===== src/rtl/sc_debounce_jug2_if.sv =====
// Player-2 button bus: raw active-low buttons in, debounced active-low levels out.
interface sc_debounce_jug2_if;
  logic SC_DEBOUNCE_JUG2_startRaw_InLow;
  logic SC_DEBOUNCE_JUG2_leftRaw_InLow;
  logic SC_DEBOUNCE_JUG2_rightRaw_InLow;
  logic SC_DEBOUNCE_JUG2_start_OutLow;
  logic SC_DEBOUNCE_JUG2_left_OutLow;
  logic SC_DEBOUNCE_JUG2_right_OutLow;
  logic SC_DEBOUNCE_JUG2_anyPressed_Out;

  modport master (
    output SC_DEBOUNCE_JUG2_startRaw_InLow,
    output SC_DEBOUNCE_JUG2_leftRaw_InLow,
    output SC_DEBOUNCE_JUG2_rightRaw_InLow,
    input  SC_DEBOUNCE_JUG2_start_OutLow,
    input  SC_DEBOUNCE_JUG2_left_OutLow,
    input  SC_DEBOUNCE_JUG2_right_OutLow,
    input  SC_DEBOUNCE_JUG2_anyPressed_Out
  );

  modport slave (
    input  SC_DEBOUNCE_JUG2_startRaw_InLow,
    input  SC_DEBOUNCE_JUG2_leftRaw_InLow,
    input  SC_DEBOUNCE_JUG2_rightRaw_InLow,
    output SC_DEBOUNCE_JUG2_start_OutLow,
    output SC_DEBOUNCE_JUG2_left_OutLow,
    output SC_DEBOUNCE_JUG2_right_OutLow,
    output SC_DEBOUNCE_JUG2_anyPressed_Out
  );
endinterface


===== src/rtl/sc_debounce_jug2.sv =====
// Player-2 button conditioning: per-channel 2-flop sync + stability-window debounce FSM.
module sc_debounce_jug2 #(
  parameter int DEBOUNCE_CYCLES = 1000000,
  parameter int CNT_WIDTH       = 20
) (
  input  logic               SC_STATEMACHINE_JUG2_CLOCK_50,
  input  logic               SC_STATEMACHINE_JUG2_RESET_InHigh,
  sc_debounce_jug2_if.slave  bus
);
  localparam int NUM_LANES = 3;

  logic [NUM_LANES-1:0] raw;
  logic [NUM_LANES-1:0] out_q;
  logic [NUM_LANES-1:0] out_nx;
  logic                 any_q;

  // Lane order: 0 = start, 1 = left, 2 = right.
  assign raw = {bus.SC_DEBOUNCE_JUG2_rightRaw_InLow,
                bus.SC_DEBOUNCE_JUG2_leftRaw_InLow,
                bus.SC_DEBOUNCE_JUG2_startRaw_InLow};

  sc_debounce_jug2_lane #(
    .DEBOUNCE_CYCLES (DEBOUNCE_CYCLES),
    .CNT_WIDTH       (CNT_WIDTH)
  ) u_lane [NUM_LANES-1:0] (
    .clk    (SC_STATEMACHINE_JUG2_CLOCK_50),
    .rst    (SC_STATEMACHINE_JUG2_RESET_InHigh),
    .raw    (raw),
    .out_nx (out_nx),
    .out_q  (out_q)
  );

  // Built from the lanes' next outputs so it lands on the same edge as them.
  always_ff @(posedge SC_STATEMACHINE_JUG2_CLOCK_50 or posedge SC_STATEMACHINE_JUG2_RESET_InHigh) begin
    if (SC_STATEMACHINE_JUG2_RESET_InHigh) any_q <= 1'b0;
    else                                   any_q <= ~&out_nx;
  end

  assign bus.SC_DEBOUNCE_JUG2_start_OutLow   = out_q[0];
  assign bus.SC_DEBOUNCE_JUG2_left_OutLow    = out_q[1];
  assign bus.SC_DEBOUNCE_JUG2_right_OutLow   = out_q[2];
  assign bus.SC_DEBOUNCE_JUG2_anyPressed_Out = any_q;
endmodule

// One channel: synchroniser, stability counter and 4-state debounce FSM.
module sc_debounce_jug2_lane #(
  parameter int DEBOUNCE_CYCLES = 1000000,
  parameter int CNT_WIDTH       = 20
) (
  input  logic clk,
  input  logic rst,
  input  logic raw,
  output logic out_nx,
  output logic out_q
);
  typedef enum logic [1:0] {
    STABLE_HIGH = 2'd0,
    WAIT_LOW    = 2'd1,
    STABLE_LOW  = 2'd2,
    WAIT_HIGH   = 2'd3
  } state_t;

  localparam logic [CNT_WIDTH-1:0] CNT_LAST = CNT_WIDTH'(DEBOUNCE_CYCLES - 1);
  localparam logic [CNT_WIDTH-1:0] CNT_ONE  = CNT_WIDTH'(1);

  state_t               state_q, state_nx;
  logic [CNT_WIDTH-1:0] cnt_q, cnt_nx;
  logic                 s1, s2;

  // Raw button is asynchronous; only s2 is ever looked at by the FSM.
  always_ff @(posedge clk or posedge rst) begin
    if (rst) begin
      s1 <= 1'b1;
      s2 <= 1'b1;
    end else begin
      s1 <= raw;
      s2 <= s1;
    end
  end

  always_ff @(posedge clk or posedge rst) begin
    if (rst) begin
      state_q <= STABLE_HIGH;
      cnt_q   <= '0;
      out_q   <= 1'b1;
    end else begin
      state_q <= state_nx;
      cnt_q   <= cnt_nx;
      out_q   <= out_nx;
    end
  end

  always_comb begin
    state_nx = state_q;
    cnt_nx   = cnt_q;
    out_nx   = out_q;
    case (state_q)
      STABLE_HIGH: begin
        cnt_nx = '0;
        if (!s2) state_nx = WAIT_LOW;
      end
      WAIT_LOW: begin
        if (s2) begin
          state_nx = STABLE_HIGH;
          cnt_nx   = '0;
        end else if (cnt_q == CNT_LAST) begin
          state_nx = STABLE_LOW;
          cnt_nx   = '0;
          out_nx   = 1'b0;
        end else begin
          cnt_nx = cnt_q + CNT_ONE;
        end
      end
      STABLE_LOW: begin
        cnt_nx = '0;
        if (s2) state_nx = WAIT_HIGH;
      end
      WAIT_HIGH: begin
        if (!s2) begin
          state_nx = STABLE_LOW;
          cnt_nx   = '0;
        end else if (cnt_q == CNT_LAST) begin
          state_nx = STABLE_HIGH;
          cnt_nx   = '0;
          out_nx   = 1'b1;
        end else begin
          cnt_nx = cnt_q + CNT_ONE;
        end
      end
      default: begin
        state_nx = STABLE_HIGH;
        cnt_nx   = '0;
        out_nx   = 1'b1;
      end
    endcase
  end
endmodule


===== src/flat_wrapper.sv =====
// flat-port wrapper written by rule: the top's interface ports become plain ports
module sc_debounce_jug2_flat 
#(
  parameter int DEBOUNCE_CYCLES = 1000000,
  parameter int CNT_WIDTH       = 20
)
  (SC_STATEMACHINE_JUG2_CLOCK_50, SC_STATEMACHINE_JUG2_RESET_InHigh, bus_SC_DEBOUNCE_JUG2_startRaw_InLow, bus_SC_DEBOUNCE_JUG2_leftRaw_InLow, bus_SC_DEBOUNCE_JUG2_rightRaw_InLow, bus_SC_DEBOUNCE_JUG2_start_OutLow, bus_SC_DEBOUNCE_JUG2_left_OutLow, bus_SC_DEBOUNCE_JUG2_right_OutLow, bus_SC_DEBOUNCE_JUG2_anyPressed_Out);
  sc_debounce_jug2_if bus_i ();
  input  logic SC_STATEMACHINE_JUG2_CLOCK_50;
  input  logic SC_STATEMACHINE_JUG2_RESET_InHigh;
  input wire logic [$bits(bus_i.SC_DEBOUNCE_JUG2_startRaw_InLow)-1:0] bus_SC_DEBOUNCE_JUG2_startRaw_InLow;
  input wire logic [$bits(bus_i.SC_DEBOUNCE_JUG2_leftRaw_InLow)-1:0] bus_SC_DEBOUNCE_JUG2_leftRaw_InLow;
  input wire logic [$bits(bus_i.SC_DEBOUNCE_JUG2_rightRaw_InLow)-1:0] bus_SC_DEBOUNCE_JUG2_rightRaw_InLow;
  output wire logic [$bits(bus_i.SC_DEBOUNCE_JUG2_start_OutLow)-1:0] bus_SC_DEBOUNCE_JUG2_start_OutLow;
  output wire logic [$bits(bus_i.SC_DEBOUNCE_JUG2_left_OutLow)-1:0] bus_SC_DEBOUNCE_JUG2_left_OutLow;
  output wire logic [$bits(bus_i.SC_DEBOUNCE_JUG2_right_OutLow)-1:0] bus_SC_DEBOUNCE_JUG2_right_OutLow;
  output wire logic [$bits(bus_i.SC_DEBOUNCE_JUG2_anyPressed_Out)-1:0] bus_SC_DEBOUNCE_JUG2_anyPressed_Out;
  assign bus_i.SC_DEBOUNCE_JUG2_startRaw_InLow = bus_SC_DEBOUNCE_JUG2_startRaw_InLow;
  assign bus_i.SC_DEBOUNCE_JUG2_leftRaw_InLow = bus_SC_DEBOUNCE_JUG2_leftRaw_InLow;
  assign bus_i.SC_DEBOUNCE_JUG2_rightRaw_InLow = bus_SC_DEBOUNCE_JUG2_rightRaw_InLow;
  assign bus_SC_DEBOUNCE_JUG2_start_OutLow = bus_i.SC_DEBOUNCE_JUG2_start_OutLow;
  assign bus_SC_DEBOUNCE_JUG2_left_OutLow = bus_i.SC_DEBOUNCE_JUG2_left_OutLow;
  assign bus_SC_DEBOUNCE_JUG2_right_OutLow = bus_i.SC_DEBOUNCE_JUG2_right_OutLow;
  assign bus_SC_DEBOUNCE_JUG2_anyPressed_Out = bus_i.SC_DEBOUNCE_JUG2_anyPressed_Out;
  sc_debounce_jug2 #(.DEBOUNCE_CYCLES(DEBOUNCE_CYCLES), .CNT_WIDTH(CNT_WIDTH)) u_core (.SC_STATEMACHINE_JUG2_CLOCK_50(SC_STATEMACHINE_JUG2_CLOCK_50), .SC_STATEMACHINE_JUG2_RESET_InHigh(SC_STATEMACHINE_JUG2_RESET_InHigh), .bus(bus_i));
endmodule

===== config.mk =====
export PLATFORM = sky130hd
export DESIGN_NAME = sc_debounce_jug2_flat
export DESIGN_NICKNAME = d
export VERILOG_FILES = /design/src/rtl/sc_debounce_jug2_if.sv /design/src/rtl/sc_debounce_jug2.sv /design/src/flat_wrapper.sv
export SDC_FILE = /design/constraint.sdc
export NUM_CORES = 1
export LEC_CHECK = 0
export BUFFER_PORTS_ARGS = -buffer_cell sky130_fd_sc_hd__buf_2
export CORE_ASPECT_RATIO = 1.5
export CORE_MARGIN = 4
export CORE_UTILIZATION = 40
export CTS_CLUSTER_DIAMETER = 60
export DETAILED_ROUTE_END_ITERATION = 10
export PLACE_DENSITY = 0.57
export SETUP_SLACK_MARGIN = 0.02
export SLEW_MARGIN = 30
export SYNTH_ARGS = -nofsm -noshare
export SYNTH_HDL_FRONTEND = slang
export SYNTH_HIERARCHICAL = 1
export SYNTH_SLANG_ARGS = --single-unit
export TNS_END_PERCENT = 10

===== constraint.sdc =====
create_clock -name SC_STATEMACHINE_JUG2_CLOCK_50 -period 2.65 [get_ports SC_STATEMACHINE_JUG2_CLOCK_50]
set_input_delay 0.265 -clock SC_STATEMACHINE_JUG2_CLOCK_50 [delete_from_list [all_inputs] [get_ports SC_STATEMACHINE_JUG2_CLOCK_50]]
set_output_delay 0.265 -clock SC_STATEMACHINE_JUG2_CLOCK_50 [all_outputs]
set_load 0.005 [all_outputs]

==> flow_summary.yaml, run 1 <==
status:
  status: "finished, final reports clean"
pwr:
  power_frac_seq_pct: 44.4
  powerDensity_nw_per_um2: 641
  comb_power_share_pct: 2.2
  switchingPower_uw: 510
  irDropWorstVdd_uv: 502
  swShare_pct: 19.1
  p_int_mw: 2.16
  post-layout-total-power_mw: 2.67
  p_clk_share_pct: 53.4
  power.leakage_nw: 1.60
grt:
  grt_pass1_vias: 2624
  overflow: 0
  met1_usage_pct: 17.5
  grt_max_degree: 26
  met3_usage_pct: 3.95
  busiest_layer: "met2"
  grt_pass1_wl_um: 12100
  antenna_found_initial: 0
  gr-usage-met2_pct: 22.3
  grt_usage_pct: 13.9
clock_tree:
  cts_made_buffers: 9
  cts_tree: "done"
  numClockSinks: 76
  h-tree-depth: 3
  root_buffer: "clkbuf_16"
  post-cts-setup-buffer-count: 0
  clockBufferDepth: 2
  clk_pin_slew_ns: 0.06
  insertion_delay_ns: 0.33
min_path:
  holdCritPathClass: "primary input to flip-flop"
  hold_path.startpoint: "bus_SC_DEBOUNCE_JUG2_rightRaw_InLow"
floorplanning:
  initial_core_util_pct: 41.4
  die_w_um: 86.3
  num_io_pins: 9
  dieArea_um2: 10800
  die_y_um: 125
  core_area_um2: 8880
  rows: 42
timing:
  fin_crit_sh_pct: 85.3
  timing.hold.ws_ns: 0.0283
  setup_viol: 0
  drv_slew: 0
  rsz0062_at_grt: "no"
  fin_ws_ns: 0.390
  clock_skew_ns: 0.00674
  min_period_ns: 2.26
  max_freq_mhz: 443
  slew_headroom_pct: 56.5
  finalSetupTns_ns: 0
  final-hold-violation-count: 0
  worstMarginPinSlew_ns: 0.647
worst_setup_path:
  critPathLaunch: "u_core/u_lane[0]/cnt_q[7]"
  cp_max_fo: 13
  cp_cell_sequence: "or4b_1 -> nor4_1 -> a21o_1 -> buf_4 -> nor2_1"
  path_class: "flip-flop to flip-flop"
  slowest_stage: "or4b_1"
  start_kind: "flip-flop"
  cpPeakStageDelay_ns: 0.55
  worstPathRequired_ns: 2.86
  arrival_ns: 2.47
  crit_buf_inv: 1
  r2r_start: "u_core/u_lane[0]/cnt_q[7]"
  end_kind: "flip-flop"
  cp_top_family: "simple AND/OR/NAND/NOR gates"
synth:
  synth.top_cells.by_area: "dfrtp_1, xnor2_1, dfstp_2"
  synth_common_cells: "dfrtp_1, nor2_1, xnor2_1"
  syn-mean-instance-area_um2: 10.0
  synth_top_area_share_pct: 45.6
  yosysSeqAreaShare_pct: 52.1
  synth-seq-cells: 76
  yosysMostFrequentCell: "dfrtp_1"
  ys_types: 41
  syn-num-nets: 375
  synth_edf_count: 0
  netlist_area_um2: 3670
  ys.flop_type: "dfrtp_1"
  syn_inst: 367
  synth_async_sr_flop_share_pct: 100
  synth_warnings: 6
  synth_area_leader_cell: "dfrtp_1"
cells_and_area:
  antenna_cells: 0
  fill_cells: 822
  final_area_um2: 4170
  drive_gt1_share_pct: 12.0
  layout.nets: 387
  final_cells: 494
  syn_to_final_growth_pct: 13.4
  postLayoutCoreUtil_pct: 46.9
route:
  vias: 2643
  drt-total-wl_um: 6960
  vias_per_cell: 5.35
  first_iter_violations: 102
  drtPass1Iterations: 6
  drc: 0
  ant_nets: 0
  wire_per_inst_um: 14.1
place:
  gp_congestion: 0.756
  dp_hpwl_um: 4770
  dpl_worst_slack_ns: 0.390
  placed_cells: 477
  portBuffers: 8
  place_area_um2: 3800
run:
  drv_cap: 0
## kinds of logic (layout without fill, tap and decap cells)
family,Yosys count,count (layout),share of synthesized area [%]
multiplexers,6,6,1.63
adder cells (fa/ha/maj),3,3,1.02
AND/OR/NAND/NOR,164,164,24.1
AO/OA/AOI/OAI,41,41,7.22
buffers and inverters,37,54,4.46
XOR/XNOR,40,40,9.53
flip-flops,76,76,52.1
## flip-flops by register name, summed over array words and instances (netlist names), named ones only
name	count
u_core/bus.SC_DEBOUNCE_JUG2_anyPressed_Out	1
u_core/u_lane/cnt_q	60
u_core/u_lane/out_q	3
u_core/u_lane/s1	3
u_core/u_lane/s2	3
u_core/u_lane/state_q	3
## what timing repair did
action | CTS | global route
gates resized for setup | 0 | 0
endpoints found under the hold margin | 1 | 0
hold buffers | 1 | 0
## cells in the final DEF (no fill, tap or decap), types with 5 or more instances in the layout
cell type,synthesis,final
dfstp_2,9,9
dfrtp_1,67,67
nand2_1,16,16
xnor2_1,35,35
buf_2,3,8
nor2_1,51,51
inv_1,27,24
xor2_1,5,5
nor3_1,13,13
o21ai_0,8,8
or3_1,7,7
clkbuf_16,0,9
o31ai_1,6,6
or4_1,13,13
nor4_1,10,10
nand4_1,11,11
a21oi_1,15,15
nand3_1,20,20
and3_1,5,5
mux2i_1,6,6
## power by group through the flow
stage                     Clock (mW)  Combinational, mW  Sequential (mW)
after floorplan                    0             0.0455             1.20
after global placement             0             0.0595             1.21
after detailed placement           0             0.0604             1.21
after CTS                       1.46             0.0617             1.19
after global routing            1.51             0.0689             1.19
final                           1.42             0.0590             1.19
## final timing paths
check / slack [ns] / endpoint / cells past startpoint
setup / recovery: 0.39 / u_core/u_lane[0]/cnt_q[7] / 5
hold / removal: 0.03 / u_core/u_lane[2]/s1 / 1
setup reg to reg: 0.39 / u_core/u_lane[0]/cnt_q[7] / 5
hold reg to reg: 0.36 / u_core/u_lane[2]/s2 / 0
max in group asynchronous: 1.71 / u_core/u_lane[1]/s2 / 3
min in group asynchronous: 0.37 / u_core/bus.SC_DEBOUNCE_JUG2_anyPressed_Out / 3
## metal layers
metal | part of all wire (%) | vias to the layer above
met4 | 2.1 | 0
met5 | 0 | -
met1 | 44 | 1289
met3 | 3.8 | 14
met2 | 50 | 34
li1 | - | 1306
## area by class of cell
cell class | count | area [µm²] | area share [%]
inverters | 27 | 101 | 2.43
clock buffers | 12 | 256 | 6.16
clock inverters | 4 | 95.1 | 2.28
multi-input cells | 254 | 1600 | 38.3
well taps | 110 | 138 | 3.30
flip-flops and latches | 76 | 1910 | 45.9
repair buffers | 11 | 65.1 | 1.56
Power figures use the tool's default switching activity.
==> run 2, diff against run 1 <==
CORE_UTILIZATION = 51   (was 40)
PLACE_DENSITY = 0.69   (was 0.57)
==> run 2 against run 1 <==
Compared with the run above: fmax is 0.60% lower; sequential power hardly changed; cell count decreased by 5.9%; clock power decreased by 46%; global-route usage rose by 3.4 points; sequential share of layout area rose by 2.2 points; total power is 25% lower; critical endpoint is now u_core/u_lane[1]/cnt_q[11].
==> flow_summary.yaml, run 2 (same netlist as run 1, synthesis figures left out) <==
pwr:
  power_frac_seq_pct: 58.8
  power.leakage_nw: 1.54
  p_int_mw: 1.55
  swShare_pct: 22.9
  switchingPower_uw: 462
  comb_power_share_pct: 3.0
  irDropWorstVdd_uv: 336
  p_clk_share_pct: 38.1
  powerDensity_nw_per_um2: 507
timing:
  max_freq_mhz: 440
  setup_viol: 0
  fin_crit_sh_pct: 85.8
  final-hold-violation-count: 0
  finalSetupTns_ns: 0
  worstMarginPinSlew_ns: 0.608
  slew_headroom_pct: 59.2
  clock_skew_ns: 0.0153
  min_period_ns: 2.27
  drv_slew: 0
  rsz0062_at_grt: "no"
worst_setup_path:
  start_kind: "flip-flop"
  cpPeakStageDelay_ns: 0.54
  path_class: "flip-flop to flip-flop"
  cp_cell_sequence: "or4b_1 -> nor4_1 -> a21o_1 -> buf_4 -> nor2_1"
  worstPathRequired_ns: 2.89
  r2r_end: "u_core/u_lane[1]/cnt_q[11]"
  r2r_slack_ns: 0.38
  crit_buf_inv: 1
  rr_worst_depth: 5
  slowest_stage: "or4b_1"
  end_kind: "flip-flop"
  r2r_start: "u_core/u_lane[1]/cnt_q[7]"
  cp_max_fo: 12
  cp_top_family: "simple AND/OR/NAND/NOR gates"
  arrival_ns: 2.51
floorplanning:
  initial_core_util_pct: 52.9
  die_w_um: 77.3
  num_io_pins: 9
  die_y_um: 112
  core_area_um2: 6940
  dieArea_um2: 8660
  rows: 37
route:
  first_iter_violations: 101
  vias: 2645
  drtPass1Iterations: 4
  vias_per_cell: 5.69
  drt-total-wl_um: 6630
  ant_nets: 0
  wire_per_inst_um: 14.2
  drc: 0
clock_tree:
  cts_tree: "done"
  cts_made_buffers: 9
  root_buffer: "clkbuf_8"
  insertion_delay_ns: 0.36
  clockBufferDepth: 2
  cts_hold_buffers: 4
  h-tree-depth: 3
  cts-resized-gates: 0
  numClockSinks: 76
  clk_pin_slew_ns: 0.09
  post-cts-setup-buffer-count: 0
place:
  place_area_um2: 3760
  dp_hpwl_um: 4600
  portBuffers: 8
  gp_congestion: 0.829
grt:
  grt_max_degree: 26
  antenna_found_initial: 0
  grt_usage_pct: 17.3
  grt_pass1_vias: 2675
  met3_usage_pct: 3.88
  overflow: 0
  grt_pass1_wl_um: 12000
  busiest_layer: "met2"
  met1_usage_pct: 19.9
  gr-usage-met2_pct: 29.8
cells_and_area:
  largest_reg_flops: 60
  drive_gt1_share_pct: 11.9
  final_common_cell: "dfrtp_1"
  final_area_um2: 3980
  top_register: "u_core/u_lane/cnt_q"
  antenna_cells: 0
  syn_to_final_growth_pct: 8.17
  mostFrequentLayoutCells: "dfrtp_1, nor2_1, xnor2_1"
  layout.nets: 390
run:
  drv_cap: 0
status:
  status: "finished, final reports clean"
min_path:
  holdCritPathClass: "primary input to async pin"
[run 2: cell types whose count changed in the layout (fill, tap and decap cells not counted), sizes merged]
| cell | change |
|---|---|
| clkinv | +4 |
| bufinv | -3 |
| clkbuf | -1 |
| dlygate4sd3 | +3 |
[run 2: power groups by stage]
stage / logic, mW / clock network (mW) / registers, mW
after CTS: 0.0637 / 0.802 / 1.18
after floorplan: 0.0455 / 0 / 1.20
after global routing: 0.0726 / 0.848 / 1.19
after detailed placement: 0.0593 / 0 / 1.21
after global placement: 0.0577 / 0 / 1.21
final: 0.0612 / 0.768 / 1.18
[run 2: worst max path at each step]
| stage | endpoint | startpoint | slack (ns) | cells past startpoint |
|---|---|---|---|---|
| CTS | u_core/u_lane[1]/cnt_q[11] | u_core/u_lane[1]/cnt_q[7] | 0.37 | 5 |
| global route | u_core/u_lane[1]/cnt_q[18] | u_core/u_lane[1]/cnt_q[7] | 0.16 | 5 |
| detailed placement | u_core/u_lane[1]/cnt_q[11] | u_core/u_lane[1]/cnt_q[7] | 0.41 | 5 |
| global placement | u_core/bus.SC_DEBOUNCE_JUG2_anyPressed_Out | u_core/u_lane[0]/cnt_q[7] | 0.51 | 5 |
| floorplan | u_core/bus.SC_DEBOUNCE_JUG2_anyPressed_Out | u_core/u_lane[2]/cnt_q[0] | 0.60 | 7 |
| finish | u_core/u_lane[1]/cnt_q[11] | u_core/u_lane[1]/cnt_q[7] | 0.38 | 5 |
[run 2: stage by stage]
step           power, mW  worst slack (ns)  std cells  hold slack, ns  util (%)
2_1_floorplan       1.25             0.600        367        -0.00629         -
3_3_place_gp        1.26             0.507        445           0.147      54.2
3_5_place_dp        1.27             0.407        445           0.149      54.2
4_1_cts             2.05             0.374        465           0.307      57.2
5_1_grt             2.11             0.160        465           0.350      57.2
6_report            2.01             0.377        465           0.346      57.2
[run 2: area by class of cell]
type	count	area (µm²)
repair buffers	14	95.1
clock inverters	5	28.8
multi-input cells	254	1600
fillers	598	2970
flip-flops and latches	76	1910
clock buffers	11	141
well taps	78	97.6
inverters	27	101
[run 2: worst reg2reg max path, delay by kind of cell (launching register included)]
family | cells | cell delay, ns
buffers and inverters | 1 | 0.24
DFF | 1 | 0.45
and+or+nand+nor | 3 | 1.11
AOI/OAI and AO/OA | 1 | 0.35
[run 2: layer usage]
metal	part of all wire, %	up-vias
li1	-	1312
met1	43	1277
met2	50	39
met3	3.5	17
met4	2.6	0
met5	0	-
==> run 3, diff against run 2 <==
CTS_BUF_LIST = sky130_fd_sc_hd__clkbuf_4 sky130_fd_sc_hd__clkbuf_8   (was unset)
==> run 3 against run 2 <==
Compared with the run above: global-route usage hardly changed; register-to-register slack barely moved; flip-flop and latch count did not move; clock skew fell by 0.00084 ns; sequential power barely moved; cell count is the same; critical path depth unchanged; worst hold slack worse by 0.00092 ns; fmax grew 0.11%; via count down 0.95%; utilization increased by 0.054 points; largest cell class unchanged.
==> flow_summary.yaml, run 3 (same netlist as run 1, synthesis figures left out) <==
worst_setup_path:
  cp_max_fo: 12
  cpPeakStageDelay_ns: 0.54
  path_class: "flip-flop to flip-flop"
  cp_cell_sequence: "or4b_1 -> nor4_1 -> a21o_1 -> buf_4 -> nor2_1"
  r2r_start: "u_core/u_lane[1]/cnt_q[7]"
  start_kind: "flip-flop"
  worstPathRequired_ns: 2.89
  r2r_end: "u_core/u_lane[1]/cnt_q[11]"
  r2r_slack_ns: 0.38
  arrival_ns: 2.51
  slowest_stage: "or4b_1"
  end_kind: "flip-flop"
  rr_worst_depth: 5
route:
  ant_nets: 0
  wire_per_inst_um: 14.2
  vias: 2620
  vias_per_cell: 5.63
  first_iter_violations: 98
  drtPass1Iterations: 4
  drc: 0
  drt-total-wl_um: 6590
clock_tree:
  cts-resized-gates: 0
  h-tree-depth: 3
  clockBufferDepth: 2
  root_buffer: "clkbuf_8"
  insertion_delay_ns: 0.36
  cts_tree: "done"
  cts_made_buffers: 9
  numClockSinks: 76
  clk_pin_slew_ns: 0.09
cells_and_area:
  fill_cells: 594
  mostFrequentLayoutCells: "dfrtp_1, nor2_1, xnor2_1"
  final_common_cell: "dfrtp_1"
  top_register: "u_core/u_lane/cnt_q"
  layout.nets: 390
  final_cells: 465
  syn_to_final_growth_pct: 8.27
  largest_reg_flops: 60
  drive_gt1_share_pct: 12.1
  antenna_cells: 0
grt:
  grt_pass1_wl_um: 12100
  grt_usage_pct: 17.3
  antenna_found_initial: 0
  grt_max_degree: 26
  overflow: 0
  grt_pass1_vias: 2687
status:
  status: "finished, final reports clean"
floorplanning:
  dieArea_um2: 8660
  initial_core_util_pct: 52.9
  num_io_pins: 9
  die_y_um: 112
  core_area_um2: 6940
  die_w_um: 77.3
  rows: 37
pwr:
  powerDensity_nw_per_um2: 509
  power.leakage_nw: 1.54
  irDropWorstVdd_uv: 336
timing:
  setup_viol: 0
  fin_crit_sh_pct: 85.7
  slew_headroom_pct: 59.2
  rsz0062_at_grt: "no"
  final-hold-violation-count: 0
  worstMarginPinSlew_ns: 0.607
  finalSetupTns_ns: 0
  drv_slew: 0
  timing.hold.ws_ns: 0.345
  min_period_ns: 2.27
  clock_skew_ns: 0.0145
  max_freq_mhz: 440
min_path:
  holdCritPathClass: "primary input to async pin"
place:
  placed_cells: 445
  portBuffers: 8
  dp_hpwl_um: 4600
  gp_congestion: 0.829
run:
  drv_cap: 0
==> run 3: worst max-delay path by stage <==
| stage | to | startpoint | depth (start not counted) |
|---|---|---|---|
| global placement | u_core/bus.SC_DEBOUNCE_JUG2_anyPressed_Out | u_core/u_lane[0]/cnt_q[7] | 5 |
| CTS | u_core/u_lane[1]/cnt_q[11] | u_core/u_lane[1]/cnt_q[7] | 5 |
| detailed placement | u_core/u_lane[1]/cnt_q[11] | u_core/u_lane[1]/cnt_q[7] | 5 |
| floorplan | u_core/bus.SC_DEBOUNCE_JUG2_anyPressed_Out | u_core/u_lane[2]/cnt_q[0] | 7 |
| global route | u_core/u_lane[1]/cnt_q[18] | u_core/u_lane[1]/cnt_q[7] | 5 |
| finish | u_core/u_lane[1]/cnt_q[11] | u_core/u_lane[1]/cnt_q[7] | 5 |
==> run 3: where the power goes <==
part           switching, mW  internal, mW  leakage, nW  total (mW)
Clock                  0.407         0.371       0.0963       0.778
Combinational         0.0437        0.0173        0.429      0.0610
Sequential            0.0100          1.17         1.02        1.18
==> run 3: layer usage <==
metal / GRT usage [%] / up-vias / routed length [µm]
met5: 0 / - / 0
met2: 29.8 / 36 / 3330
met3: 3.88 / 15 / 220
met1: 19.9 / 1255 / 2890
met4: 8.79 / 0 / 152
li1: - / 1314 / -
==> run 3: what timing repair did <==
item / CTS / global route
buffers inserted: 0 / 0
hold buffers: 4 / 0
endpoints found under the hold margin: 4 / 0
==> run 3: stage by stage <==
| stage | cell area (µm²) | setup slack [ns] | total power, mW | utilization [%] |
|---|---|---|---|---|
| global route | 3980 | 0.160 | 2.12 | 57.3 |
| detailed placement | 3760 | 0.407 | 1.27 | 54.2 |
| CTS | 3980 | 0.372 | 2.06 | 57.3 |
| floorplan | 3670 | 0.600 | 1.25 | - |
| global placement | 3760 | 0.507 | 1.26 | 54.2 |
| finish | 3980 | 0.379 | 2.02 | 57.3 |
==> run 3: final cells by class <==
class	instances	area, µm²	area share, %
Clock buffer	11	145	3.65
Inverter	27	101	2.55
Sequential cell	76	1910	48.1
Tap cell	78	97.6	2.45
Multi-Input combinational cell	254	1600	40.2
Clock inverter	5	28.8	0.723
Timing Repair Buffer	14	95.1	2.39
==> run 3: critical path: cells and delay by family (launching register included) <==
| kind | cells | cell delay [ns] |
|---|---|---|
| AOI/OAI and AO/OA | 1 | 0.35 |
| buffers and inverters | 1 | 0.24 |
| DFF | 1 | 0.45 |
| and+or+nand+nor | 3 | 1.11 |
